<file path="src/rtl/mem_access_ctrl.sv">
// Shares one byte-wide memory between instruction fetch and load/store; each access is split into big-endian byte beats.
// Latency: grant in IDLE, then N beats (IF 4, D 1/2/4), then a one-cycle done pulse; the next grant comes no earlier than N+2 cycles after the first.
// Backpressure: a requester holds req until its done pulse; the losing port simply waits, and the memory itself never stalls.
module mem_access_ctrl #(
   parameter int ADDR_W = 32,
   parameter bit RR_EN  = 1'b1
) (
   input  logic              clk,
   input  logic              rst,
   input  logic              if_req,
   input  logic [ADDR_W-1:0] if_addr,
   output logic              if_done,
   output logic [31:0]       if_rdata,
   input  logic              d_req,
   input  logic              d_we,
   input  logic [1:0]        d_size,
   input  logic [ADDR_W-1:0] d_addr,
   input  logic [31:0]       d_wdata,
   output logic              d_done,
   output logic [31:0]       d_rdata,
   output logic              mem_en,
   output logic              mem_we,
   output logic [ADDR_W-1:0] mem_addr,
   output logic [7:0]        mem_wdata,
   input  logic [7:0]        mem_rdata,
   output logic              busy
);

   typedef enum logic [1:0] {
      IDLE = 2'd0,
      XFER = 2'd1,
      DONE = 2'd2
   } state_t;

   state_t            state, state_nxt;
   logic [1:0]        beat;        // current beat index
   logic [1:0]        last_beat;   // N-1 for the granted access
   logic              gnt_d;       // 1 = data port owns the current access
   logic              last_gnt_d;  // owner of the most recently completed access
   logic [ADDR_W-1:0] addr_q;
   logic              we_q;
   logic [31:0]       wdata_q;
   logic [23:0]       acc;         // previously received bytes of a load
   logic [31:0]       acc_nxt;
   logic              grant_vld;
   logic              grant_d_nxt;
   logic [1:0]        byte_sel;

   // A byte access is one beat, a half two, and both word encodings four.
   function automatic logic [1:0] size_last(input logic [1:0] sz);
      case (sz)
         2'b00:   size_last = 2'd0;
         2'b01:   size_last = 2'd1;
         default: size_last = 2'd3;
      endcase
   endfunction

   // Arbitration: a lone request wins; a tie goes to D when round-robin is off, else to whoever did not go last.
   always_comb begin
      grant_vld   = if_req | d_req;
      grant_d_nxt = d_req;
      if (if_req && d_req) begin
         grant_d_nxt = RR_EN ? ~last_gnt_d : 1'b1;
      end
   end

   // The incoming read byte shifts in at the bottom, so the lowest address ends up most significant.
   assign acc_nxt = {acc, mem_rdata};

   // State register.
   always_ff @(posedge clk or negedge rst) begin
      if (!rst) begin
         state <= IDLE;
      end else begin
         state <= state_nxt;
      end
   end

   // Next-state logic: requests are only looked at in IDLE.
   always_comb begin
      state_nxt = state;
      case (state)
         IDLE:    if (grant_vld) state_nxt = XFER;
         XFER:    if (beat == last_beat) state_nxt = DONE;
         DONE:    state_nxt = IDLE;
         default: state_nxt = IDLE;
      endcase
   end

   // Datapath: latch the granted request, step through beats, and deliver read data on the last beat.
   always_ff @(posedge clk or negedge rst) begin
      if (!rst) begin
         beat       <= 2'd0;
         last_beat  <= 2'd0;
         gnt_d      <= 1'b0;
         last_gnt_d <= 1'b0;
         addr_q     <= '0;
         we_q       <= 1'b0;
         wdata_q    <= 32'h0;
         acc        <= 24'h0;
         if_rdata   <= 32'h0;
         d_rdata    <= 32'h0;
      end else begin
         case (state)
            IDLE: begin
               if (grant_vld) begin
                  gnt_d <= grant_d_nxt;
                  beat  <= 2'd0;
                  acc   <= 24'h0;
                  if (grant_d_nxt) begin
                     addr_q    <= d_addr;
                     we_q      <= d_we;
                     wdata_q   <= d_wdata;
                     last_beat <= size_last(d_size);
                  end else begin
                     addr_q    <= if_addr;
                     we_q      <= 1'b0;
                     wdata_q   <= 32'h0;
                     last_beat <= 2'd3;
                  end
               end
            end
            XFER: begin
               acc  <= acc_nxt[23:0];
               beat <= beat + 2'd1;
               if (beat == last_beat) begin
                  if (!gnt_d) begin
                     if_rdata <= acc_nxt;
                  end else if (!we_q) begin
                     d_rdata <= acc_nxt;
                  end
               end
            end
            DONE: begin
               last_gnt_d <= gnt_d;
            end
            default: ;
         endcase
      end
   end

   // Store bytes leave MSB-first within the sized field.
   assign byte_sel  = last_beat - beat;

   // Memory and handshake outputs decode registered state only.
   assign mem_en    = (state == XFER);
   assign mem_we    = mem_en & we_q;
   assign mem_addr  = mem_en ? (addr_q + {{(ADDR_W-2){1'b0}}, beat}) : '0;
   assign mem_wdata = mem_en ? wdata_q[{byte_sel, 3'b000} +: 8] : 8'h0;
   assign if_done   = (state == DONE) & ~gnt_d;
   assign d_done    = (state == DONE) & gnt_d;
   assign busy      = (state != IDLE);

endmodule

</file>
<file path="config.mk">
export PLATFORM = sky130hd
export DESIGN_NAME = mem_access_ctrl
export DESIGN_NICKNAME = d
export VERILOG_FILES = /design/src/rtl/mem_access_ctrl.sv
export SDC_FILE = /design/constraint.sdc
export NUM_CORES = 1
export LEC_CHECK = 0
export CORE_MARGIN = 4
export CORE_UTILIZATION = 48
export CTS_CLUSTER_SIZE = 28
export DETAILED_ROUTE_END_ITERATION = 10
export PLACE_DENSITY = 0.88
export SYNTH_ARGS = -nofsm -noshare
export SYNTH_HDL_FRONTEND = slang
export SYNTH_SLANG_ARGS = --single-unit
</file>
<file path="constraint.sdc">
create_clock -name clk -period 2.5 [get_ports clk]
set_clock_uncertainty 0.1 [all_clocks]
set_input_delay 0.25 -clock clk [delete_from_list [all_inputs] [get_ports clk]]
set_output_delay 0.25 -clock clk [all_outputs]
set_load 0.01 [all_outputs]
</file>
[Word-level counts from Yosys, hierarchy flattened]
Cells that the tools add are included.
Word-level totals
  register bits after elaboration: 161
  bits in latches: 0
  RAM bits: 0
  memory bits (read-only): 0
  input port bits: 111
  output and inout bits: 109
  word-level logic and storage cells: 53
  memories kept: 0
Cells by class
  add/subtract/negate cells: 3
  multipliers: 0
  div/mod/pow operators: 0
  magnitude comparators: 0
  eq/ne operators: 6
  shift-type cells: 1
  multiplexer cells: 15
  bitwise operators: 7
  reduce and logical (&&, ||, !) cells: 10
Operator list (number)
  32-bit two-way mux: 3
  24-bit case mux with 2 select lines: 1
  32-bit by 2-bit adder with 32-bit output: 1
  32-bit by 6-bit indexed part select with 8-bit output: 1
  24-bit two-way mux: 1
  2-bit case mux with 2 select lines: 3
  2-bit two-way mux: 4
  8-bit two-way mux: 1
  2-bit AND reduction: 3
  2-bit by 1-bit equality test with 1-bit output (second input constant): 2
  2-bit logical NOT: 2
  4-bit AND reduction: 1
  2-bit nonzero test: 2
  1-bit bitwise AND: 3
  1-bit NOT: 3
  3-bit AND reduction: 1
  2-bit by 1-bit adder with 2-bit output (second input constant): 1
  2-bit equality test: 1
  2-bit equality test (second input constant): 1
  1-bit two-way mux: 2
  2-bit by 1-bit != test with 1-bit output (second input constant): 1
  2-bit != test (second input constant): 1
  2-bit subtractor: 1
  1-bit logical AND: 1
  1-bit OR: 1

[Longest topological paths before layout]
  word-level depth: 3
  mapped depth: 8
  mapped depth without buffers: 6

[Least setup slack after synthesis]
Ideal clock, no wire load.
  path type: reg2out
  start: register beat[0]
  end: output port mem_addr[28]
  arrival time: 2.052 ns
  data required time: 2.150 ns
  setup slack: 0.098 ns
  stages on the path, launching flop included: 7
  cell sequence: dfrtp_1 > ha_1 > fa_1 > nand4_2 > or4_4 > or4_1 > a21oi_1
Between the ends
  word-level cells in the longest chain between the ends: 2
RTL lines
  start: declaration: RTL line 36  | logic [1:0] beat;
  start signal: assignment: RTL line 125  | beat <= beat + 2'd1;
  32-bit by 2-bit adder with 32-bit output: RTL line 148  | assign mem_addr = mem_en ? (addr_q + {{(ADDR_W-2){1'b0}}, beat}) : '0;
  32-bit two-way mux: RTL line 148
  end: declaration: RTL line 23  | output logic [ADDR_W-1:0] mem_addr,
No other way between the ends.

[Worst setup path after layout]
  start: register beat[0]
  end: output port mem_addr[26]
Same word-level chain as after synthesis.

==> results.sh <==
export IMPL_layout_setup_ws_ns=-0.382
export IMPL_status="finished with violations"
export IMPL_path_class="flip-flop to primary output"
export IMPL_clkSinkCount=161
export IMPL_ys_types=45
export IMPL_synth_area_sq_mm=0.00749
export IMPL_antenna_left=0
export IMPL_rsz0062_at_grt="yes"
export IMPL_route_met2_wl_mm=11.3
export IMPL_route_detailed_drc=0
export IMPL_htree_levels=4
export IMPL_mostFrequentLayoutCells="clkdlybuf4s50_1, dfrtp_1, nand2_1"
export IMPL_die_w_um=133
export IMPL_async_reset_ff_frac=1.00
export IMPL_relSlewSlack=0.527
export IMPL_vias=6707
export IMPL_start_util=0.491
export IMPL_first_pass_iters=5
export IMPL_drt_wl_total_mm=22.5
export IMPL_rr_endpoint="d_rdata[9]"
export IMPL_worstPathArrival_ns=2.53
export IMPL_antenna_found_initial=0
export IMPL_layout_nets=1082
export IMPL_io_buffers=219
export IMPL_final_cells=1191
export IMPL_cts_tree="built"
export IMPL_row_count=45
export IMPL_r2r_start="beat[1]"
export IMPL_yosysTopAreaCellShare=0.538
export IMPL_grt_overflow=0
export IMPL_core_sq_mm=0.0153
export IMPL_die_area_sq_mm=0.0177
export IMPL_yosys_warnings=0
export IMPL_placed_cell_area_sq_mm=0.0103
export IMPL_area_growth_syn_to_layout_pct=51.2
export IMPL_synth_edf_count=0
export IMPL_drive_gt1_frac=0.281
export IMPL_finalMaxSlewViolations=0
export IMPL_fin_area_sq_mm=0.0113
export IMPL_fin_crit_ns=2.88
export IMPL_synth_seq_area_share=0.538
export IMPL_critPathCaptureType="primary output"
export IMPL_wl_per_cell_um=18.9
export IMPL_syn_inst=677
export IMPL_setup_violations=62
export IMPL_r2r_slack_ns=-0.07
export IMPL_cts_root_buf="clkbuf_16"
export IMPL_route_met3_wl_mm=1.53
export IMPL_synth_top_area_cell="dfrtp_1"
export IMPL_routed_top_layer="met4"
export IMPL_cts_buffers=17
export IMPL_drv_cap=0
export IMPL_final_common_cell="clkdlybuf4s50_1"
export IMPL_pre_cts_ws_ns=-0.316
export IMPL_cp_start_kind="flip-flop"
export IMPL_grt_pass1_vias=6638
export IMPL_ir_drop_mv=0.907
export IMPL_crit_required_ns=2.15
export IMPL_place_inst=1131
export IMPL_hold_violations=0
export IMPL_grt_total_usage=0.244
export IMPL_ff2ff_path_depth=11
export IMPL_finalCritPeriodShare=1.15
export IMPL_power_leakage_nw=5.08
export IMPL_powerDensity_mw_per_mm2=1350
export IMPL_violations="negative setup slack"
export IMPL_antenna_cells=0
export IMPL_gp_congestion=0.921
export IMPL_grt_pass1_wl_mm=34.5
export IMPL_grt_start_max_net_pins=83
export IMPL_die_h_um=133
export IMPL_avgSynthCellArea_sq_um=11.1
export IMPL_drt_iter0_drc=503
export IMPL_fin_util=0.742
export IMPL_wl_met1_mm=8.76
export IMPL_tightest_slew_ns=0.709
export IMPL_worstPathMaxFanout=4
export IMPL_routed_via_density=5.63
export IMPL_io_pins=220
export IMPL_cts_buffer_depth=2
export IMPL_nFillCells=988
export IMPL_synth_fp_nets=792
export IMPL_synth_ff_type="dfrtp_1"
export IMPL_place_hpwl_mm=14.8
export IMPL_clock_latency_ns=0.43
export IMPL_multiInputGateArea_sq_mm=0.00352
export IMPL_final_seq_area_sq_mm=0.00403
export IMPL_hold_path_class="input port to asynchronous set/reset pin"
export IMPL_clkTransAtPathRegs_ns=0.06
export IMPL_synth_seq_cells=161
export IMPL_synthTopCellsByArea="dfrtp_1, mux2_2, mux2i_1, nand2_1, o21ai_0"
export IMPL_clock_fmax_mhz=347
## critical path: stages (launching register included)
cell and delay, ns:
dfrtp_1 0.41, ha_4 0.17, fa_2 0.25, nand4_4 0.10
or4_4 0.46, or4_1 0.43, a21oi_1 0.15, buf_2 0.14
## Yosys cell counts, types with 3 or more instances
cell and instances:
a21oi_1 20, a22o_1 33, and2_1 4, and3_1 4, and4_1 3, buf_1 7, buf_2 15, buf_6 3
clkbuf_1 17, dfrtp_1 161, ha_1 3, inv_1 6, mux2_2 62, mux2i_1 50, nand2_1 100, nand2b_1 5
nand3_1 18, nand4_1 8, nor2_1 17, nor3_1 4, nor4_1 4, o21ai_0 68, o22ai_1 8, o31ai_1 8
or3_1 7, or4_1 8, xnor2_1 5, xor2_1 5
## how the worst max path moves through the flow
stage / endpoint / depth (start not counted) / slack, ns / from
2_1_floorplan: mem_addr[28] / 6 / 0.1 / beat[0]
3_3_place_gp: mem_addr[30] / 7 / -0.27 / beat[0]
3_5_place_dp: mem_addr[26] / 7 / -0.32 / addr_q[0]
4_1_cts: mem_addr[30] / 7 / -0.35 / beat[0]
5_1_grt: mem_addr[30] / 7 / -0.50 / beat[0]
6_report: mem_addr[26] / 7 / -0.38 / beat[0]
## cell families after synthesis
kind of cell    count (synthesis)  share of synthesized area
compound gates                143                      0.119
xor+xnor                       12                     0.0160
fa+ha+maj                       4                    0.00769
buf+inv                        51                     0.0321
flops                         161                      0.538
mux                           114                      0.163
simple gates                  192                      0.125
## cell type report
class | count | share of cell area
clock buffers | 19 | 0.0391
multi-input cells | 465 | 0.311
repair buffers | 315 | 0.257
clock inverters | 13 | 0.0109
inverters | 7 | 0.00276
flip-flops and latches | 161 | 0.356
well taps | 211 | 0.0233
## registers in the layout, summed over array words and instances, names as in the netlist
name        cells
gnt_d           1
acc            24
d_rdata        32
we_q            1
if_rdata       32
last_gnt_d      1
last_beat       2
addr_q         32
wdata_q        32
state           2
beat            2
## power breakdown
part / switching, mW / internal [mW] / leakage, nW
combinational: 3.85 / 4.15 / 2.79
sequential: 0.914 / 3.83 / 2.03
clock: 1.08 / 1.41 / 0.271
## stage by stage
step                hold WS (ns)  setup TNS, ns  power [mW]
CTS                        0.306          -4.13        14.6
detailed placement         0.222          -3.35        11.9
floorplan                 -0.146              0        8.24
global placement           0.220          -2.47        11.6
finish                     0.317          -8.60        15.2
global route               0.311         -12.99        16.1
## repair_timing
action                     CTS  global route
setup endpoints to repair   41            40
hold buffers                 1             0
setup buffers               17            15
resized for setup          172            63
pin swaps                   26            25
hold endpoints to repair    74             0
## layer usage
layer | vias up | global-route usage
met5 | - | 0
met4 | 0 | 0.114
met3 | 82 | 0.0586
met2 | 321 | 0.405
met1 | 3275 | 0.301
li1 | 3029 | -
(Power assumes the default switching activity.)
